## src/rtl/move_request_gen.sv

```systemverilog
// Move request generator: debounces the four push-buttons, runs the gravity timer and
// hands the game-logic FSM one request at a time (checkBoard plus one direction line).
`timescale 1ns/1ps
module move_request_gen #(
    parameter int GRAVITY_TICKS   = 25_000_000,
    parameter int DEBOUNCE_CYCLES = 250_000,
    parameter int CNT_W           = 25
) (
    input  logic       CLOCK_50,
    input  logic       Resetn,
    input  logic       KEY_left,
    input  logic       KEY_right,
    input  logic       KEY_down,
    input  logic       KEY_drop,
    input  logic       doneLogic,
    input  logic       finishedDrawing,
    output logic       checkBoard,
    output logic       LeftBlock,
    output logic       RightBlock,
    output logic       DownBlock,
    output logic       DropBlock,
    output logic [3:0] pendMask
);

    localparam logic [CNT_W-1:0] DB_LAST   = CNT_W'(DEBOUNCE_CYCLES - 1);
    localparam logic [CNT_W-1:0] GRAV_LAST = CNT_W'(GRAVITY_TICKS - 1);
    localparam int B_DOWN  = 0;
    localparam int B_RIGHT = 1;
    localparam int B_LEFT  = 2;
    localparam int B_DROP  = 3;

    typedef enum logic [1:0] {DIR_DROP, DIR_LEFT, DIR_RIGHT, DIR_DOWN} dir_t;
    typedef enum logic [1:0] {S_IDLE, S_ISSUE, S_RELEASE} state_t;

    logic [3:0]       keys;
    logic [3:0]       sync_a;
    logic [3:0]       sync_b;
    logic [3:0]       level;
    logic [3:0]       press;
    logic [CNT_W-1:0] db_cnt [4];
    logic [CNT_W-1:0] grav_cnt;
    logic             grav_tick;
    logic             drop_p, left_p, right_p, down_p, grav_p;
    logic             drop_n, left_n, right_n, down_n, grav_n;
    logic             any_pend;
    logic             issue;
    logic             clr_down;
    dir_t             win;
    dir_t             dir_q;
    state_t           state;
    logic [3:0]       lines;

    function automatic logic [3:0] dir_lines(input dir_t d);
        logic [3:0] l;
        unique case (d)
            DIR_DROP:  l = 4'b1000;
            DIR_LEFT:  l = 4'b0100;
            DIR_RIGHT: l = 4'b0010;
            DIR_DOWN:  l = 4'b0001;
        endcase
        return l;
    endfunction

    assign keys = {KEY_drop, KEY_left, KEY_right, KEY_down};

    always_ff @(posedge CLOCK_50 or negedge Resetn) begin
        if (!Resetn) begin
            sync_a <= 4'b1111;
            sync_b <= 4'b1111;
        end else begin
            sync_a <= keys;
            sync_b <= sync_a;
        end
    end

    // level is active-low like the keys: 1 = released
    always_ff @(posedge CLOCK_50 or negedge Resetn) begin
        if (!Resetn) begin
            level <= 4'b1111;
            for (int i = 0; i < 4; i++) db_cnt[i] <= '0;
        end else begin
            for (int i = 0; i < 4; i++) begin
                if (sync_b[i] == level[i]) begin
                    db_cnt[i] <= '0;
                end else if (db_cnt[i] == DB_LAST) begin
                    db_cnt[i] <= '0;
                    level[i]  <= ~level[i];
                end else begin
                    db_cnt[i] <= db_cnt[i] + 1'b1;
                end
            end
        end
    end

    always_comb begin
        press = '0;
        for (int i = 0; i < 4; i++)
            press[i] = level[i] & ~sync_b[i] & (db_cnt[i] == DB_LAST);
    end

    assign grav_tick = (grav_cnt == GRAV_LAST);
    assign any_pend  = drop_p | left_p | right_p | down_p | grav_p;
    assign issue     = (state == S_IDLE) & any_pend & finishedDrawing;

    always_comb begin
        if (drop_p)       win = DIR_DROP;
        else if (left_p)  win = DIR_LEFT;
        else if (right_p) win = DIR_RIGHT;
        else              win = DIR_DOWN;
    end

    // a new press or tick in the same cycle as a clear keeps its pend bit
    assign clr_down = issue & (win == DIR_DOWN);
    assign drop_n   = press[B_DROP]  | (drop_p  & ~(issue & (win == DIR_DROP)));
    assign left_n   = press[B_LEFT]  | (left_p  & ~(issue & (win == DIR_LEFT)));
    assign right_n  = press[B_RIGHT] | (right_p & ~(issue & (win == DIR_RIGHT)));
    assign down_n   = press[B_DOWN]  | (down_p  & ~clr_down);
    assign grav_n   = grav_tick      | (grav_p  & ~clr_down);

    always_ff @(posedge CLOCK_50 or negedge Resetn) begin
        if (!Resetn) begin
            grav_cnt <= '0;
        end else if (issue && (win == DIR_DOWN || win == DIR_DROP)) begin
            grav_cnt <= '0;
        end else if (grav_tick) begin
            grav_cnt <= '0;
        end else begin
            grav_cnt <= grav_cnt + 1'b1;
        end
    end

    always_ff @(posedge CLOCK_50 or negedge Resetn) begin
        if (!Resetn) begin
            drop_p   <= 1'b0;
            left_p   <= 1'b0;
            right_p  <= 1'b0;
            down_p   <= 1'b0;
            grav_p   <= 1'b0;
            pendMask <= 4'b0000;
        end else begin
            drop_p   <= drop_n;
            left_p   <= left_n;
            right_p  <= right_n;
            down_p   <= down_n;
            grav_p   <= grav_n;
            pendMask <= {drop_n, left_n, right_n, down_n | grav_n};
        end
    end

    always_ff @(posedge CLOCK_50 or negedge Resetn) begin
        if (!Resetn) begin
            state      <= S_IDLE;
            dir_q      <= DIR_DOWN;
            checkBoard <= 1'b0;
            lines      <= 4'b0000;
        end else begin
            unique case (state)
                S_IDLE: begin
                    if (issue) begin
                        state      <= S_ISSUE;
                        dir_q      <= win;
                        checkBoard <= 1'b1;
                        lines      <= dir_lines(win);
                    end
                end
                S_ISSUE: begin
                    if (doneLogic) begin
                        state      <= S_RELEASE;
                        checkBoard <= 1'b0;
                        lines      <= 4'b0000;
                    end else begin
                        checkBoard <= 1'b1;
                        lines      <= dir_lines(dir_q);
                    end
                end
                S_RELEASE: begin
                    state      <= S_IDLE;
                    checkBoard <= 1'b0;
                    lines      <= 4'b0000;
                end
                default: begin
                    state      <= S_IDLE;
                    checkBoard <= 1'b0;
                    lines      <= 4'b0000;
                end
            endcase
        end
    end

    assign DropBlock  = lines[3];
    assign LeftBlock  = lines[2];
    assign RightBlock = lines[1];
    assign DownBlock  = lines[0];

endmodule

```

## config.mk

```make
export PLATFORM = sky130hd
export DESIGN_NAME = move_request_gen
export DESIGN_NICKNAME = d
export VERILOG_FILES = /design/src/rtl/move_request_gen.sv
export SDC_FILE = /design/constraint.sdc
export NUM_CORES = 1
export LEC_CHECK = 0
export BUFFER_PORTS_ARGS = -buffer_cell sky130_fd_sc_hd__buf_2
export CAP_MARGIN = 20
export CORE_MARGIN = 1.5
export CORE_UTILIZATION = 60
export DETAILED_ROUTE_END_ITERATION = 16
export PLACE_DENSITY = 0.77
export SKIP_CTS_REPAIR_TIMING = 1
export SYNTH_ARGS = -nofsm -noshare
export SYNTH_HDL_FRONTEND = slang
export SYNTH_SLANG_ARGS = --single-unit
```

## constraint.sdc

```tcl
create_clock -name CLOCK_50 -period 2.9 [get_ports CLOCK_50]
set_input_delay 0 -clock CLOCK_50 [delete_from_list [all_inputs] [get_ports CLOCK_50]]
set_output_delay 0 -clock CLOCK_50 [all_outputs]
set_load 0.02 [all_outputs]
```

==> out/results.txt, run 1 <==
outcome = finished clean
asr flop ratio synth = 100%
diodes inserted = 0
Worst Setup End Kind = register
num ports = 17
Layout area overhead = 11.8%
post-synthesis cell area = 7590 um2
Worst-Skew Late Latency = 0.43 ns
post-layout util = 69.8%
Peak supply drop = 0.422 mV
initial drt markers = 412
critical path fanouts, max = 14
Most used DFF post-synth = dfrtp_1
Cells after Synth = 776
Synth area leader = dfrtp_1
vias = 5997
Final min period = 2.31 ns
Synth cell types = 51
TritonCTS buffer count = 17
fmax = 0.433 GHz
Yosys reg bits = 152
CTS Buffer Depth = 2
PnR worst setup slack = 0.592 ns
gr usage total = 26.0%
Setup TNS Final = 0 ns
Critical Path AT = 2.62 ns
Setup WS pre-CTS = 0.628 ns
Routed Antenna Nets = 0
Fin. Hold Viols = 0
endpoints failing setup = 0
critical path class = register to register
chip width = 115 um
Port Buffer Count = 16
Final Cycle Share = 79.6%
per-cell routed wire length = 16.2 um
Rows = 40
Worst EP required = 3.21 ns
power per cell area = 521 nW/um2
final wirelength = 15900 um
global placement routability congestion = 0.807
DR DRC count = 0
initial cell density of the core = 62.4%
dominant cells by area after synthesis = dfrtp_1 (45%), dfstp_2 (4.8%), nor2_1 (4.4%)
Synth Warn # = 0
Final Max Slew Viols = 0
initial antenna violation count = 0
total iterations of the first detailed-routing run = 4
Avg Cell Area, Syn = 9.78 um2
Via density = 6.13
Die Footprint = 13300 um2
sequential share of the synthesized area = 50.3%
Remaining Overflow, GRT = 0
first-pass GRT wire length = 27200 um
most common cell in the synthesized netlist = dfrtp_1
Syn Nets = 798
crit start category = register
Final #Nets = 819
Slew HR = 46.0%
Leakage Power = 3.53 nW
DP Wirelength = 10500 um
Clock Sinks = 152
CTS tree = built
pin count of the biggest net entering global routing = 89
Core Region = 12200 um2
slew at the pin closest to its max-slew limit = 0.810 ns
clk_skew = 0.0131 ns
Clk pin slew, worst setup/hold paths = 0.07 ns
number of global-route vias before repair = 5816
Post-synth EDFFs = 0
Fill cells = 921
clock root buffer = clkbuf_16
worst hold path class = primary input to async pin
die height = 115 um
Synth top area share = 45.5%
top post-synthesis cells by count = dfrtp_1 (138), nor2_1 (88), a21oi_1 (55)
RSZ-0062 raised after global routing = no
total of max-cap violations = 0
# H-tree levels = 4
layout cells sized above 1 = 9.75%
-- metal layers --
metal  routed length [um]  vias to the layer above  GRT usage, %
li1                     -                     2877             -
met1                 7050                     2971          34.1
met2                 7930                      121          42.7
met3                  600                       28          5.65
met4                  299                        0          10.1
met5                    0                        -             0
-- kinds of logic (layout without fill, tap and decap cells) --
logic type | Yosys count | in the layout | synth area share [%]
DFF | 152 | 152 | 50.3
and+or+nand+nor | 354 | 354 | 26.0
adders and majority gates | 14 | 14 | 2.31
xor gates and xnor gates | 67 | 67 | 7.73
AOI/OAI and AO/OA | 132 | 132 | 10.5
buffers and inverters | 56 | 90 | 3.03
muxes | 1 | 1 | 0.132
-- registers in the layout (all words and copies together) (netlist names) --
| name | count |
|---|---|
| db_cnt | 100 |
| grav_cnt | 25 |
| level | 4 |
| lines | 4 |
| sync_a | 4 |
| sync_b | 4 |
| pendMask | 3 |
| dir_q | 2 |
| state | 2 |
| checkBoard | 1 |
| down_p | 1 |
| drop_p | 1 |
| grav_p | 1 |
-- final timing paths --
| check | startpoint | to | slack, ns | cells past startpoint |
|---|---|---|---|---|
| max | db_cnt[20] | db_cnt[11] | 0.59 | 5 |
| min | Resetn | db_cnt[67] | 0.20 | 2 |
| max reg2reg | db_cnt[20] | db_cnt[11] | 0.59 | 5 |
| min reg2reg | sync_a[2] | sync_b[2] | 0.36 | 0 |
| max in group asynchronous | Resetn | level[3] | 1.84 | 3 |
| min in group CLOCK_50 | KEY_drop | sync_a[3] | 0.22 | 2 |
-- cell usage in the layout, fill, tap and decap left out, types with 28 or more instances in the layout --
master     n
xor2_1    37
dfrtp_1  138
xnor2_1   30
or4_1     31
nand3_1   41
nand2_1   39
o21ai_0   28
a21oi_1   55
nor2_1    88
nand4_1   37
-- power by group --
group | switching [W] | total (W) | internal, W
clock network | 0.000899 | 0.00213 | 0.00124
registers | 0.0000150 | 0.00216 | 0.00214
logic | 0.0000848 | 0.000122 | 0.0000373
total | 0.000998 | 0.00442 | 0.00342
-- worst max-delay path, cell delays in order, from the launching register on --
cell and delay [ns]:
dfrtp_1 0.42, or4_1 0.52, or4_1 0.47, o21bai_2 0.40, buf_4 0.29, nor2_1 0.08
-- through the flow --
step	power [W]	cells	hold WS (ns)	instance area, um2
after global placement	0.00231	939	0.107	7840
after floorplan	0.00224	776	-0.296	7590
after global routing	0.00456	978	0.222	8480
after CTS	0.00444	971	-0.351	8410
final	0.00442	978	0.198	8480
after detailed placement	0.00232	939	0.107	7840
-- cell type report --
type,instances,area (um2),share of cell area [%]
inverter,25,93.8,1.11
tap,168,210,2.48
clock buffer,20,457,5.38
multi-input combinational,568,3540,41.7
sequential,152,3820,45.0
clock inverter,12,119,1.40
timing repair buffer,33,244,2.88
Power figures use the tool's default switching activity.
==> run 2, diff against run 1 <==
ABC_AREA = 1   (was default)
CORE_UTILIZATION = 57   (was 60)
PLACE_DENSITY = 0.76   (was 0.77)
clock period = 2.1 ns   (was 2.9 ns; I/O delays follow)
==> run 2 against run 1 <==
Utilization down 4.2 points. Clock power is 60% higher. Die area is 23% higher. Worst setup slack worse by 0.36 ns. Fmax is 23% higher. Register-to-register slack worse by 0.36 ns. Routed wire length up 26%. Combinational power grew to 8.8 times the previous value. Area after synthesis up 17%. First-iteration DRC count is 100% higher. Clock-buffer cell count up 2. Hold slack worse by 0.14 ns. Largest cell class is now multi-input combinational cells. Largest power group is now the clock network.
==> out/results.txt, run 2 <==
outcome = finished clean
commonest non-fill, non-tap cell in the layout = nand2_1
Synth cell types = 32 (-37%)
RSZ-0062 raised after global routing = no
placed cell areas = 9290 um2 (+18%)
Final Max Slew Viols = 0 (unchanged)
Routed Antenna Nets = 0 (unchanged)
Yosys reg bits = 152 (unchanged)
commonest non-fill, non-tap cells in the layout = nand2_1 (346), nor2_1 (345), dfrtp_1 (138)
Final min period = 1.87 ns (-0.437 ns)
TritonCTS buffer count = 17 (unchanged)
number of global-route vias before repair = 7484 (+29%)
Die Footprint = 16400 um2 (+23%)
fmax = 0.535 GHz (+23%)
CTS tree = built
Worst-Skew Late Latency = 0.43 ns (about the same)
Cells after Synth = 1274 (+64%)
Most used DFF post-synth = dfrtp_1
initial cell density of the core = 58.4% (-4.0 points)
clock root buffer = clkbuf_16
Fill cells = 1316 (+43%)
Syn Nets = 1296 (+62%)
initial drt markers = 840 (+100%)
asr flop ratio synth = 100% (unchanged)
Rows = 45 (+13%)
Critical Path AT = 2.23 ns (-0.39 ns)
Synth top area share = 38.8% (-6.7 points)
DR DRC count = 0 (unchanged)
power per cell area = 781 nW/um2 (+50%)
Setup TNS Final = 0 ns (unchanged)
Post-synth EDFFs = 0 (unchanged)
most common cell in the synthesized netlist = nand2_1
adder-cell share of the synthesized area = 1.97% (-0.34 points)
final hold slack = 0.0547 ns (-0.143 ns)
Final #Nets = 1335 (+63%)
vias = 7927 (+32%)
final cell count without fillers = 1537 (+57%)
gr usage total = 26.3% (+0.33 points)
Avg Cell Area, Syn = 6.99 um2 (-29%)
biggest regs = db_cnt x100, grav_cnt x25
CTS Buffer Depth = 2 (unchanged)
total of max-cap violations = 0 (unchanged)
Final Cycle Share = 89.1% (+9.5 points)
Port Buffer Count = 16 (unchanged)
first-pass GRT wire length = 34700 um (+28%)
Synth Warn # = 0 (unchanged)
per-cell routed wire length = 13.0 um (-20%)
critical path fanouts, max = 10 (-4)
area share of xor/xnor cells in the synthesized design = 4.82% (-2.9 points)
max reg flops = 100 (unchanged)
dominant cells by area after synthesis = dfrtp_1 (39%), nand2_1 (15%), nor2_1 (15%)
Clock Sinks = 152 (unchanged)
num ports = 17 (unchanged)
slew at the pin closest to its max-slew limit = 0.539 ns (-0.271 ns)
Via density = 5.16 (-16%)
Slew HR = 64.0% (+18 points)
initial antenna violation count = 0 (unchanged)
Synth Area in Compound Gates = 1.87% (-8.6 points)
Worst EP required = 2.46 ns (-0.75 ns)
final instance area = 10000 um2 (+18%)
Leakage Power = 4.35 nW (+23%)
final wirelength = 20000 um (+26%)
critical path class = register to register
Placed Instances = 1499 (+60%)
Synth area leader = dfrtp_1
Layout area overhead = 12.3%
Peak supply drop = 0.824 mV (+95%)
layout cells sized above 1 = 9.20% (-0.55 points)
post-synthesis cell area = 8910 um2 (+17%)
die height = 128 um (+11%)
largest family of logic cells by synthesized area = simple AND/OR/NAND/NOR gates
total iterations of the first detailed-routing run = 5 (+1)
crit start category = register
Worst Setup End Kind = register
Largest Register = db_cnt
top post-synthesis cells by count = nand2_1 (346), nor2_1 (345), dfrtp_1 (138)
Remaining Overflow, GRT = 0 (unchanged)
Clk pin slew, worst setup/hold paths = 0.06 ns (about the same)
Fin. Hold Viols = 0 (unchanged)
Core Region = 15300 um2 (+25%)
worst hold path class = primary input to register
clk_skew = 0.00781 ns (-0.00529 ns)
simple-gate share of the synthesized area = 42.1% (+16 points)
post-synthesis mux area share = 0% (-0.13 points)
# H-tree levels = 4 (unchanged)
endpoints failing setup = 0 (unchanged)
chip width = 128 um (+11%)
pin count of the biggest net entering global routing = 57 (-36%)
global placement routability congestion = 0.961 (+19%)
sequential share of the synthesized area = 42.9% (-7.4 points)
DP Wirelength = 15100 um (+44%)
diodes inserted = 0 (unchanged)
==> run 2: path summary, 6_finish.rpt <==
kind	to	from	depth (start not counted)	slack, ns
max	grav_cnt[14]	pendMask[2]	9	0.23
max in group asynchronous	sync_b[1]	Resetn	3	1.28
min reg2reg	sync_b[0]	sync_a[0]	0	0.35
max reg2reg	grav_cnt[14]	pendMask[2]	9	0.23
min	state[0]	finishedDrawing	5	0.05
min in group asynchronous	db_cnt[65]	Resetn	2	0.10
==> run 2: area by class of cell <==
| cell class | count | area [um2] | share of cell area, % |
|---|---|---|---|
| clock buffers | 22 | 464 | 4.64 |
| repair buffers | 31 | 226 | 2.26 |
| flip-flops and latches | 152 | 3820 | 38.2 |
| well taps | 211 | 264 | 2.64 |
| clock inverters | 10 | 191 | 1.91 |
| multi-input cells | 974 | 4520 | 45.2 |
| inverters | 137 | 517 | 5.17 |
==> run 2: metal layers <==
layer	global-route usage, %	routed length, um	vias to the layer above
li1	-	-	4009
met1	36.6	9580	3661
met2	42.0	9160	231
met3	5.88	1050	26
met4	6.87	241	0
met5	0	0	-
==> run 2: critical path, cell delays in order, from the launching register on <==
cell and delay [ns]:
dfrtp_1 0.42, inv_1 0.08, a21oi_1 0.24, inv_1 0.14, ha_1 0.30, inv_1 0.14, nor2_8 0.08, nor2_4 0.21
inv_4 0.10, nor2_1 0.10
==> run 2: report_power, final <==
group | internal (W) | total [W] | leakage [nW] | switching, W
Combinational | 0.000369 | 0.00107 | 1.99 | 0.000703
Clock | 0.00218 | 0.00340 | 0.311 | 0.00122
Sequential | 0.00315 | 0.00334 | 2.05 | 0.000185
Total | 0.00570 | 0.00781 | 4.35 | 0.00210
==> run 2: kinds of logic after synthesis <==
group           count (synthesis)
compound gates                 30
xor+xnor                       49
simple gates                  881
flops                         152
buf+inv                       148
fa+ha+maj                      14
==> run 2: stage by stage <==
| stage | utilization (%) | power [W] | setup slack, ns |
|---|---|---|---|
| after floorplan | - | 0.00414 | 0.419 |
| after global placement | 60.9 | 0.00443 | 0.289 |
| after detailed placement | 60.9 | 0.00446 | 0.210 |
| after global routing | 65.6 | 0.00818 | 0.0499 |
| after CTS | 65.2 | 0.00787 | 0.203 |
| final | 65.6 | 0.00781 | 0.229 |
